### config.mk
export PLATFORM = sky130hd
export DESIGN_NAME = spi_input_frontend
export DESIGN_NICKNAME = d
export VERILOG_FILES = /design/src/rtl/spi_frontend_pkg.sv /design/src/rtl/input_conditioner.sv /design/src/rtl/spi_input_frontend.sv
export SDC_FILE = /design/constraint.sdc
export NUM_CORES = 1
export LEC_CHECK = 0
export ABC_CLOCK_PERIOD_IN_PS = 4600
export CAP_MARGIN = 20
export CORE_MARGIN = 4
export CORE_UTILIZATION = 50
export CTS_CLUSTER_SIZE = 28
export DETAILED_ROUTE_END_ITERATION = 8
export PLACE_DENSITY = 0.69
export SLEW_MARGIN = 15
export SYNTH_ARGS = -nofsm -noshare
export SYNTH_HDL_FRONTEND = slang
export SYNTH_SLANG_ARGS = --single-unit
### constraint.sdc
create_clock -name clk -period 4.6 [get_ports clk]
set_input_delay 0.46 -clock clk [delete_from_list [all_inputs] [get_ports clk]]
set_output_delay 0.46 -clock clk [all_outputs]
set_load 0.005 [all_outputs]
### src/rtl/spi_frontend_pkg.sv
// spi_frontend_pkg: shared defaults and idle levels for the SPI input front end.
package spi_frontend_pkg;
  localparam int DEFAULT_WAIT_TIME = 3;
  localparam int DEFAULT_COUNTER_WIDTH = 8;
  localparam logic CS_IDLE = 1'b1;
endpackage

### src/rtl/input_conditioner.sv
// input_conditioner: synchronizes one raw pin, debounces it into a conditioned
// level, and emits one-cycle pulses on each conditioned rising/falling change.
module input_conditioner
  import spi_frontend_pkg::*;
#(
  parameter int WAIT_TIME = DEFAULT_WAIT_TIME,
  parameter int COUNTER_WIDTH = DEFAULT_COUNTER_WIDTH,
  parameter logic RESET_VALUE = 1'b0
) (
  input  logic clk,
  input  logic reset_n,
  input  logic i_raw,
  output logic o_cond,
  output logic o_posedge,
  output logic o_negedge
);
  localparam logic [COUNTER_WIDTH-1:0] LAST = COUNTER_WIDTH'(WAIT_TIME - 1);
  logic r_sync1, r_sync2, r_cond, r_pos, r_neg;
  logic [COUNTER_WIDTH-1:0] r_cnt;
  logic w_diff, w_flip;
  assign w_diff = r_sync2 != r_cond;
  // a change is accepted on the WAIT_TIME-th consecutive mismatching evaluation
  assign w_flip = w_diff && (r_cnt == LAST);
  always_ff @(posedge clk or negedge reset_n) begin
    if (!reset_n) begin
      r_sync1 <= RESET_VALUE;
      r_sync2 <= RESET_VALUE;
      r_cond  <= RESET_VALUE;
      r_cnt   <= '0;
      r_pos   <= 1'b0;
      r_neg   <= 1'b0;
    end else begin
      r_sync1 <= i_raw;
      r_sync2 <= r_sync1;
      r_cnt   <= (w_diff && !w_flip) ? r_cnt + 1'b1 : '0;
      r_cond  <= w_flip ? r_sync2 : r_cond;
      r_pos   <= w_flip && r_sync2;
      r_neg   <= w_flip && !r_sync2;
    end
  end
  assign o_cond    = r_cond;
  assign o_posedge = r_pos;
  assign o_negedge = r_neg;
endmodule

### src/rtl/spi_input_frontend.sv
// spi_input_frontend: conditions raw SCLK, CS and MOSI pins for the SPI slave
// core; SCLK edges become single-cycle pulses, CS and MOSI become clean levels.
module spi_input_frontend
  import spi_frontend_pkg::*;
#(
  parameter int WAIT_TIME = DEFAULT_WAIT_TIME,
  parameter int COUNTER_WIDTH = DEFAULT_COUNTER_WIDTH
) (
  input  logic clk,
  input  logic reset_n,
  input  logic noisy_sclk,
  input  logic noisy_cs,
  input  logic noisy_mosi,
  output logic sclk_posedge,
  output logic sclk_negedge,
  output logic cs_cond,
  output logic mosi_cond
);
  logic w_unused_sclk_cond, w_unused_cs_pos, w_unused_cs_neg;
  logic w_unused_mosi_pos, w_unused_mosi_neg;
  input_conditioner #(
    .WAIT_TIME(WAIT_TIME), .COUNTER_WIDTH(COUNTER_WIDTH), .RESET_VALUE(1'b0)
  ) u_sclk (
    .clk(clk), .reset_n(reset_n), .i_raw(noisy_sclk), .o_cond(w_unused_sclk_cond),
    .o_posedge(sclk_posedge), .o_negedge(sclk_negedge)
  );
  input_conditioner #(
    .WAIT_TIME(WAIT_TIME), .COUNTER_WIDTH(COUNTER_WIDTH), .RESET_VALUE(CS_IDLE)
  ) u_cs (
    .clk(clk), .reset_n(reset_n), .i_raw(noisy_cs), .o_cond(cs_cond),
    .o_posedge(w_unused_cs_pos), .o_negedge(w_unused_cs_neg)
  );
  input_conditioner #(
    .WAIT_TIME(WAIT_TIME), .COUNTER_WIDTH(COUNTER_WIDTH), .RESET_VALUE(1'b0)
  ) u_mosi (
    .clk(clk), .reset_n(reset_n), .i_raw(noisy_mosi), .o_cond(mosi_cond),
    .o_posedge(w_unused_mosi_pos), .o_negedge(w_unused_mosi_neg)
  );
endmodule

# After elaboration in Yosys (flattened, before gate mapping)
# Index checks and enable logic that the tools add are counted.
totals:
  reg_bits: 35
  latchBits: 0
  mem_bits_rw: 0
  rom_bits: 0
  inputBits: 5
  out_inout_bits: 4
  wordCells: 38
  mem_count: 0
op_classes:
  add_sub_neg: 3
  mul: 0
  div_mod_pow: 0
  n_lt_le_gt_ge: 0
  n_eq_ne: 6
  n_shift: 0
  muxes: 3
  bitwise: 0
  n_reduce_logical: 12
ops:
  columns: ["cell", "n"]
  rows:
  - ["8-bit by 1-bit adder with 8-bit output, second input constant", 3]
  - ["8-bit by 2-bit equality test with 1-bit output, second input constant", 3]
  - ["8-bit 2-to-1 mux", 3]
  - ["1-bit logical AND", 8]
  - ["1-bit zero test", 4]
  - ["1-bit != test", 3]

# Depth between registers and ports, before layout
# Gate-level depths: netlist of the first run.
logic_depth:
  word_depth: 5
  mapped_depth: 5
  mapped_depth_nobuf: 5

# Cells and area by module
# Synthesis of the first run repeated with hierarchy kept, for this count alone.
unflattened:
  hier_cells: 144
  area_unflattened_um2: 1677.9
by_module_without_submodules:
  columns: ["module", "instances", "cells_per_inst", "area_each_um2", "seq_area_each_um2"]
  rows:
  - ["input_conditioner (u_mosi ...)", 2, 48, 558.0, 325.3]
  - ["input_conditioner (u_cs)", 1, 48, 561.8, 329.1]

# Least setup slack after synthesis of the first run
# No wires, ideal clock.
synth_timing:
  kind: "register to register"
  start: "register u_mosi.r_cnt[0]"
  end: "register u_mosi.r_cond, in the netlist u_mosi.o_cond"
  setup_ns: 0.125
  t_arrival_ns: 1.557
  slack_ns: 2.918
  path_stages_with_launch: 6
  path_buffers: 0
  path_cell_list: "dfrtp_1 > inv_1 > ha_1 > or4b_4 > nor4_2 > mux2_2"
synth_between:
  elab_chain_len: 2
synth_rtl:
  columns: ["item", "line_no", "text"]
  rows:
  - ["from (decl)", "input_conditioner.sv:19", "logic [COUNTER_WIDTH-1:0] r_cnt;"]
  - ["from (signal assigned)", "input_conditioner.sv:35", "r_cnt <= (w_diff && !w_flip) ? r_cnt + 1'b1 : '0;"]
  - ["8-bit by 2-bit equality test with 1-bit output", "input_conditioner.sv:23", "assign w_flip = w_diff && (r_cnt == LAST);"]
  - ["1-bit logical AND", "input_conditioner.sv:23", null]
  - ["to (signal assigned)", "input_conditioner.sv:36", "r_cond <= w_flip ? r_sync2 : r_cond;"]
  - ["to (decl)", "input_conditioner.sv:18", "logic r_sync1, r_sync2, r_cond, r_pos, r_neg;"]
# No other way between the ends.
# A chain may end at the register's enable or synchronous reset.

# Worst setup path in the final report of the first run
layout_timing:
  start: "register u_cs.r_cond, in the netlist u_cs.o_cond"
  end: "output port cs_cond"
layout_rtl:
  columns: ["item", "line_no", "text"]
  rows:
  - ["from (decl)", "input_conditioner.sv:18", null]
  - ["from (signal assigned)", "input_conditioner.sv:36", null]
  - ["to (decl)", "spi_input_frontend.sv:16", "output logic cs_cond,"]
# No word-level cell between the ends.

==> results_dict.tcl, run 1 <==
set metrics [dict create \
    diodes 0 \
    p_per_area_nw_per_um2 476 \
    fin_nets 161 \
    critPathKind "reg2out" \
    antenna_found_initial 0 \
    crit_required_ns 4.14 \
    cts_tree "built" \
    wirelength_um 2500 \
    multi_input_area_um2 633 \
    cp_data_arrival_time_ns 1.41 \
    fillers 234 \
    top_regs "u_cs.r_cnt: 8 flops, u_mosi.r_cnt: 8 flops, u_sclk.r_cnt: 8 flops" \
    first_pass_iters 4 \
    cts_root_buf "clkbuf_4" \
    die_w_um 63.4 \
    avgSynthCellArea_um2 11.4 \
    grt_usage_pct 15.5 \
    final_util_pct 61.0 \
    slew_headroom_pct 68.6 \
    core-area_um2 2850 \
    r2r_setup_slack_ns 2.83 \
    synth_nets 146 \
    cts_sinks 35 \
    pwr-share-clk_pct 27.2 \
    worstMarginPinSlew_ns 0.464 \
    setup_viol_count_final 0 \
    wl_met2_um 1260 \
    cts_resized 0 \
    endpoint_kind "primary output" \
    cts_setup_buffers 0 \
    drt-met1-wl_um 1090 \
    grt_pass1_wl_um 4710 \
    grt-ovfl-total 0 \
    fin_skew_ns 0.0106 \
    antenna_left 0 \
    final.setup.tns_ns 0 \
    final_cells 182 \
    hp-class "reg2reg" \
    netlist_area_um2 1540 \
    p_seq_share_pct 49.4 \
    status "finished, final reports clean" \
    portBuffers 8 \
    start_util_pct 53.9 \
    finalMaxSlewViolations 0 \
    crit_buf_inv 1 \
    clk-insertion-delay-late_ns 0.35 \
    crit_fanout 3 \
    fp.dieH_um 63.4 \
    grt_pass1_vias 1005 \
    grt_max_degree 36 \
    synth.distinct_cells 25 \
    path_cells "clkdlybuf4s50_1" \
    place_inst 174 \
    synth_seq_area_share_pct 57.2 \
    power_switching_uw 259 \
    met3_wirelength_um 87 \
    p_leak_uw 0.000740 \
    syn_inst 135 \
    top_layer "met4" \
    fin_crit_ns 1.87 \
    total_power_uw 827 \
    area_growth_syn_to_layout_pct 13.2 \
    rsz0062_at_grt "no" \
    cts_hold_buf 0 \
    internal-power_uw 568 \
    ys_ff_latch 35 \
    die-area_um2 4020 \
    drc 0 \
    vdd_ir_drop_max_mv 0.296 \
    netSwitchingFraction_pct 31.3 \
    final-seq-area_um2 880 \
    gp_congestion 0.785 \
    io_pins 9 \
    crit_path_start_kind "flop" \
    clk_path_buf_depth 2 \
    cts_htree_levels 2 \
    drt_first_iter_violations 41 \
    slowest_delay_ns 0.57 \
    dp_hpwl_um 1770 \
    vias 1034 \
    num_rows 19 \
    final_hold_viol_count 0 \
    crit_family "flip-flops" \
    comb_power_share_pct 23.5 \
    clock.fmax_mhz 534 \
    clk_pin_slew_ns 0.12 \
    fin_crit_sh_pct 40.7 \
    wl_per_cell_um 13.7 \
    cts_made_buffers 5 \
    post_drt_via_cell_ratio 5.68 \
    yosysWarnings 0 \
    drive_above_1_share_pct 12.6 \
    slowest_stage "dfstp_2" \
    cap_violations 0 \
    holdWs_ns 0.358 \
]
## worst register-to-register path: stages, from the launching register on
cell	delay [ns]
dfrtp_1	0.45
inv_1	0.08
ha_1	0.13
or4b_4	0.48
nor4_2	0.17
mux2_2	0.36
## per-stage QoR
| step | setup slack (ns) | area [um2] |
|---|---|---|
| after floorplan | 2.92 | 1540 |
| after global placement | 2.88 | 1660 |
| after detailed placement | 2.83 | 1660 |
| after CTS | 2.71 | 1740 |
| after global routing | 2.64 | 1740 |
| final | 2.73 | 1740 |
## per-layer routing
metal	track usage, %	up-vias
met3	7.10	6
met4	8.09	0
met5	0	-
met2	24.1	12
met1	17.8	514
li1	-	502
## area by class of cell
cell class	count	share of cell area, %
clock buffer	5	2.16
clock inverter	3	2.52
inverter	5	1.08
multi-input combinational	94	36.4
sequential	35	50.6
tap	31	2.23
timing repair buffer	9	5.04
## cells in the final DEF (no fill, tap or decap), types with 2 or more instances in the layout
master and instances:
clkdlybuf4s50_1 8, clkbuf_4 5, nor3b_1 2, xor2_1 6
a21oi_1 9, xnor2_1 6, o21ai_0 9, nand4_1 3
or3_1 10, dfstp_2 3, nand2_1 5, inv_1 5
nor2_1 15, dfrtp_1 32, nand3_1 11, mux2_2 3
ha_1 6
## synthesized netlist by cell type
master | count | area, um2
nor4_2 | 1 | 12.5
mux2_2 | 3 | 33.8
nor3_1 | 1 | 5.00
a21oi_1 | 9 | 45.0
buf_2 | 1 | 5.00
nor3b_1 | 2 | 15.0
dfrtp_1 | 32 | 801
o21bai_2 | 1 | 11.3
dfstp_2 | 3 | 78.8
a21o_1 | 1 | 7.51
or4b_4 | 1 | 13.8
nor4b_1 | 1 | 8.76
nand4_1 | 3 | 18.8
o21ai_0 | 9 | 45.0
nand3_1 | 11 | 55.1
ha_1 | 6 | 75.1
o41ai_4 | 1 | 27.5
or4b_1 | 1 | 10.0
inv_1 | 5 | 18.8
or3_1 | 10 | 62.6
and2_1 | 1 | 6.26
xnor2_1 | 6 | 52.6
xor2_1 | 6 | 52.6
nand2_1 | 5 | 18.8
nor2_1 | 15 | 56.3
## power groups by stage
stage / sequential [uW] / combinational (uW) / clock, uW
final: 408 / 194 / 225
after global routing: 418 / 225 / 249
after CTS: 409 / 201 / 230
after detailed placement: 415 / 200 / 0
after global placement: 408 / 191 / 0
after floorplan: 400 / 142 / 0
## final timing paths
path | start | end | depth (start not counted)
setup / recovery | u_cs.o_cond | cs_cond | 1
hold / removal | u_mosi.r_sync1 | u_mosi.r_sync2 | 0
setup reg to reg | u_mosi.r_cnt[0] | u_mosi.o_cond | 5
hold reg to reg | u_mosi.r_sync1 | u_mosi.r_sync2 | 0
max in group asynchronous | reset_n | u_cs.r_sync1 | 2
min in group asynchronous | reset_n | u_cs.r_cnt[7] | 2
## logic make-up after synthesis
kind of cell / synth area share (%)
XOR/XNOR: 6.84
AND/OR/NAND/NOR: 18.4
buffers and inverters: 1.55
flip-flops: 57.2
multiplexers: 2.20
adder cells (fa/ha/maj): 4.89
AO/OA/AOI/OAI: 8.88
No activity file was read; power rests on OpenSTA's default activity.
==> run 2, diff against run 1 <==
--- a/config.mk
+++ b/config.mk
@@ -5,13 +5,13 @@
 export SDC_FILE = /design/constraint.sdc
 export NUM_CORES = 1
 export LEC_CHECK = 0
-export ABC_CLOCK_PERIOD_IN_PS = 4600
+export ABC_CLOCK_PERIOD_IN_PS = 1700
 export CAP_MARGIN = 20
 export CORE_MARGIN = 4
 export CORE_UTILIZATION = 50
 export CTS_CLUSTER_SIZE = 28
 export DETAILED_ROUTE_END_ITERATION = 8
-export PLACE_DENSITY = 0.69
+export PLACE_DENSITY = 0.71
 export SLEW_MARGIN = 15
 export SYNTH_ARGS = -nofsm -noshare
 export SYNTH_HDL_FRONTEND = slang
==> constraint.sdc (replaced) <==
create_clock -name clk -period 1.7 [get_ports clk]
set_input_delay 0.17 -clock clk [delete_from_list [all_inputs] [get_ports clk]]
set_output_delay 0.17 -clock clk [all_outputs]
set_load 0.005 [all_outputs]
==> run 2 against run 1 <==
Effect of this change: the run now ends with setup timing left; total power increased to 2.6 times the previous value; design area increased by 1.2%; die area unchanged; worst hold slack got worse by 0.14 ns; via count decreased by 1.1%; largest power group unchanged.
==> results_dict.tcl, run 2 (synthesized netlist as in run 1, its figures left out) <==
set metrics [dict create \
    status "finished, violations left" \
    violations "setup timing" \
    rsz0062_at_grt "yes" \
    cap_violations 0 \
    clock.fmax_mhz 586 \
    die-area_um2 4020 \
    wirelength_um 2560 \
    setup_viol_count_final 1 \
    drive_above_1_share_pct 15.4 \
    fin_crit_sh_pct 100 \
    clk_pin_slew_ns 0.11 \
    vdd_ir_drop_max_mv 0.785 \
    slew_headroom_pct 72.4 \
    post_drt_via_cell_ratio 5.47 \
    drt_first_iter_violations 60 \
    cts_tree "built" \
    cts_htree_levels 2 \
    portBuffers 8 \
    first_pass_iters 4 \
    drc 0 \
    grt-ovfl-total 0 \
    final_common_cell "dfrtp_1" \
    placed_area_um2 1690 \
    cts_sinks 35 \
    final_cells 187 \
    hp-class "in2async" \
    worstMarginPinSlew_ns 0.413 \
    crit_fanout 2 \
    antenna_found_initial 0 \
    die_w_um 63.4 \
    area_growth_syn_to_layout_pct 14.6 \
    vias 1023 \
    endpoint_kind "flop" \
    place_inst 178 \
    core-area_um2 2850 \
    timing.final.ws_setup_ns -0.00572 \
    critPathKind "reg2reg" \
    fin_crit_ns 1.71 \
    grt_usage_pct 14.7 \
    num_rows 19 \
    fin_nets 166 \
    wl_per_cell_um 13.7 \
    fp.dieH_um 63.4 \
    cts_root_buf "clkbuf_4" \
    dp_hpwl_um 1780 \
    top_regs "u_cs.r_cnt: 8 flops, u_mosi.r_cnt: 8 flops, u_sclk.r_cnt: 8 flops" \
    fin_skew_ns 0.0110 \
    final_util_pct 61.7 \
    antenna_left 0 \
    crit_path_start_kind "flop" \
    cts_made_buffers 5 \
    io_pins 9 \
    p_leak_uw 0.000759 \
    gp_congestion 0.790 \
    p_per_area_nw_per_um2 1230 \
    final_cell_mix "dfrtp_1 (32), nor2_1 (15), nand3_1 (11)" \
    grt_pass1_wl_um 4560 \
    clk-insertion-delay-late_ns 0.34 \
    crit_required_ns 1.93 \
    holdWs_ns 0.219 \
    start_util_pct 53.9 \
    grt_pass1_vias 1084 \
    design_area_um2 1760 \
    cp_data_arrival_time_ns 1.94 \
    diodes 0 \
    total_power_uw 2160 \
    finalMaxSlewViolations 0 \
    final_hold_viol_count 0 \
    grt_max_degree 36 \
    clk_path_buf_depth 2 \
]
[run 2: worst max-delay path, cell delays in order (launching register included)]
cell	delay, ns
dfrtp_1	0.39
inv_1	0.06
ha_1	0.13
or4b_4	0.50
nor4_4	0.20
mux2_4	0.34
[run 2: layer usage]
layer  routed length (um)  vias to the layer above  global-route usage, %
met5                    0                        -                      0
met4                   47                        0                   6.47
met3                  120                        6                   6.04
met2                 1280                       14                   24.3
met1                 1110                      488                   16.6
li1                     -                      515                      -
[run 2: per-stage QoR]
step	TNS [ns]	setup slack (ns)
floorplan	0	0.0185
global placement	0	0.0610
detailed placement	0	0.00743
CTS	0	0.00235
global route	-0.170	-0.0703
finish	-0.00572	-0.00572
[run 2: cell type report]
cell class | instances | area, um2
clock inverter | 3 | 15.0
sequential | 35 | 880
clock buffer | 5 | 37.5
fill | 233 | 1090
inverter | 5 | 18.8
multi-input combinational | 94 | 646
timing repair buffer | 14 | 125
tap | 31 | 38.8
[run 2: repair_timing]
item                                   4_1_cts  5_1_grt
setup buffers                                0        1
setup endpoints to repair                    0        3
hold buffers                                 0        0
endpoints found under the hold margin        0        0
resized for setup                            0        2
[run 2: final timing paths]
path / end / depth (start not counted) / slack, ns / startpoint
setup / recovery: u_mosi.o_cond / 5 / -0.006 / u_mosi.r_cnt[0]
hold / removal: u_mosi.r_cnt[2] / 2 / 0.22 / reset_n
setup reg to reg: u_mosi.o_cond / 5 / -0.006 / u_mosi.r_cnt[0]
hold reg to reg: u_cs.r_sync2 / 0 / 0.35 / u_cs.r_sync1
max in group asynchronous: u_cs.r_sync1 / 2 / 1.14 / reset_n
min in group clk: u_cs.r_sync1 / 1 / 0.23 / noisy_cs
[run 2: report_power, final]
group | internal, uW | leakage, uW | total, uW | switching, uW
combinational | 341 | 0.000266 | 659 | 318
sequential | 963 | 0.000458 | 1080 | 114
clock | 154 | 0.0000347 | 429 | 275
total | 1460 | 0.000759 | 2160 | 707
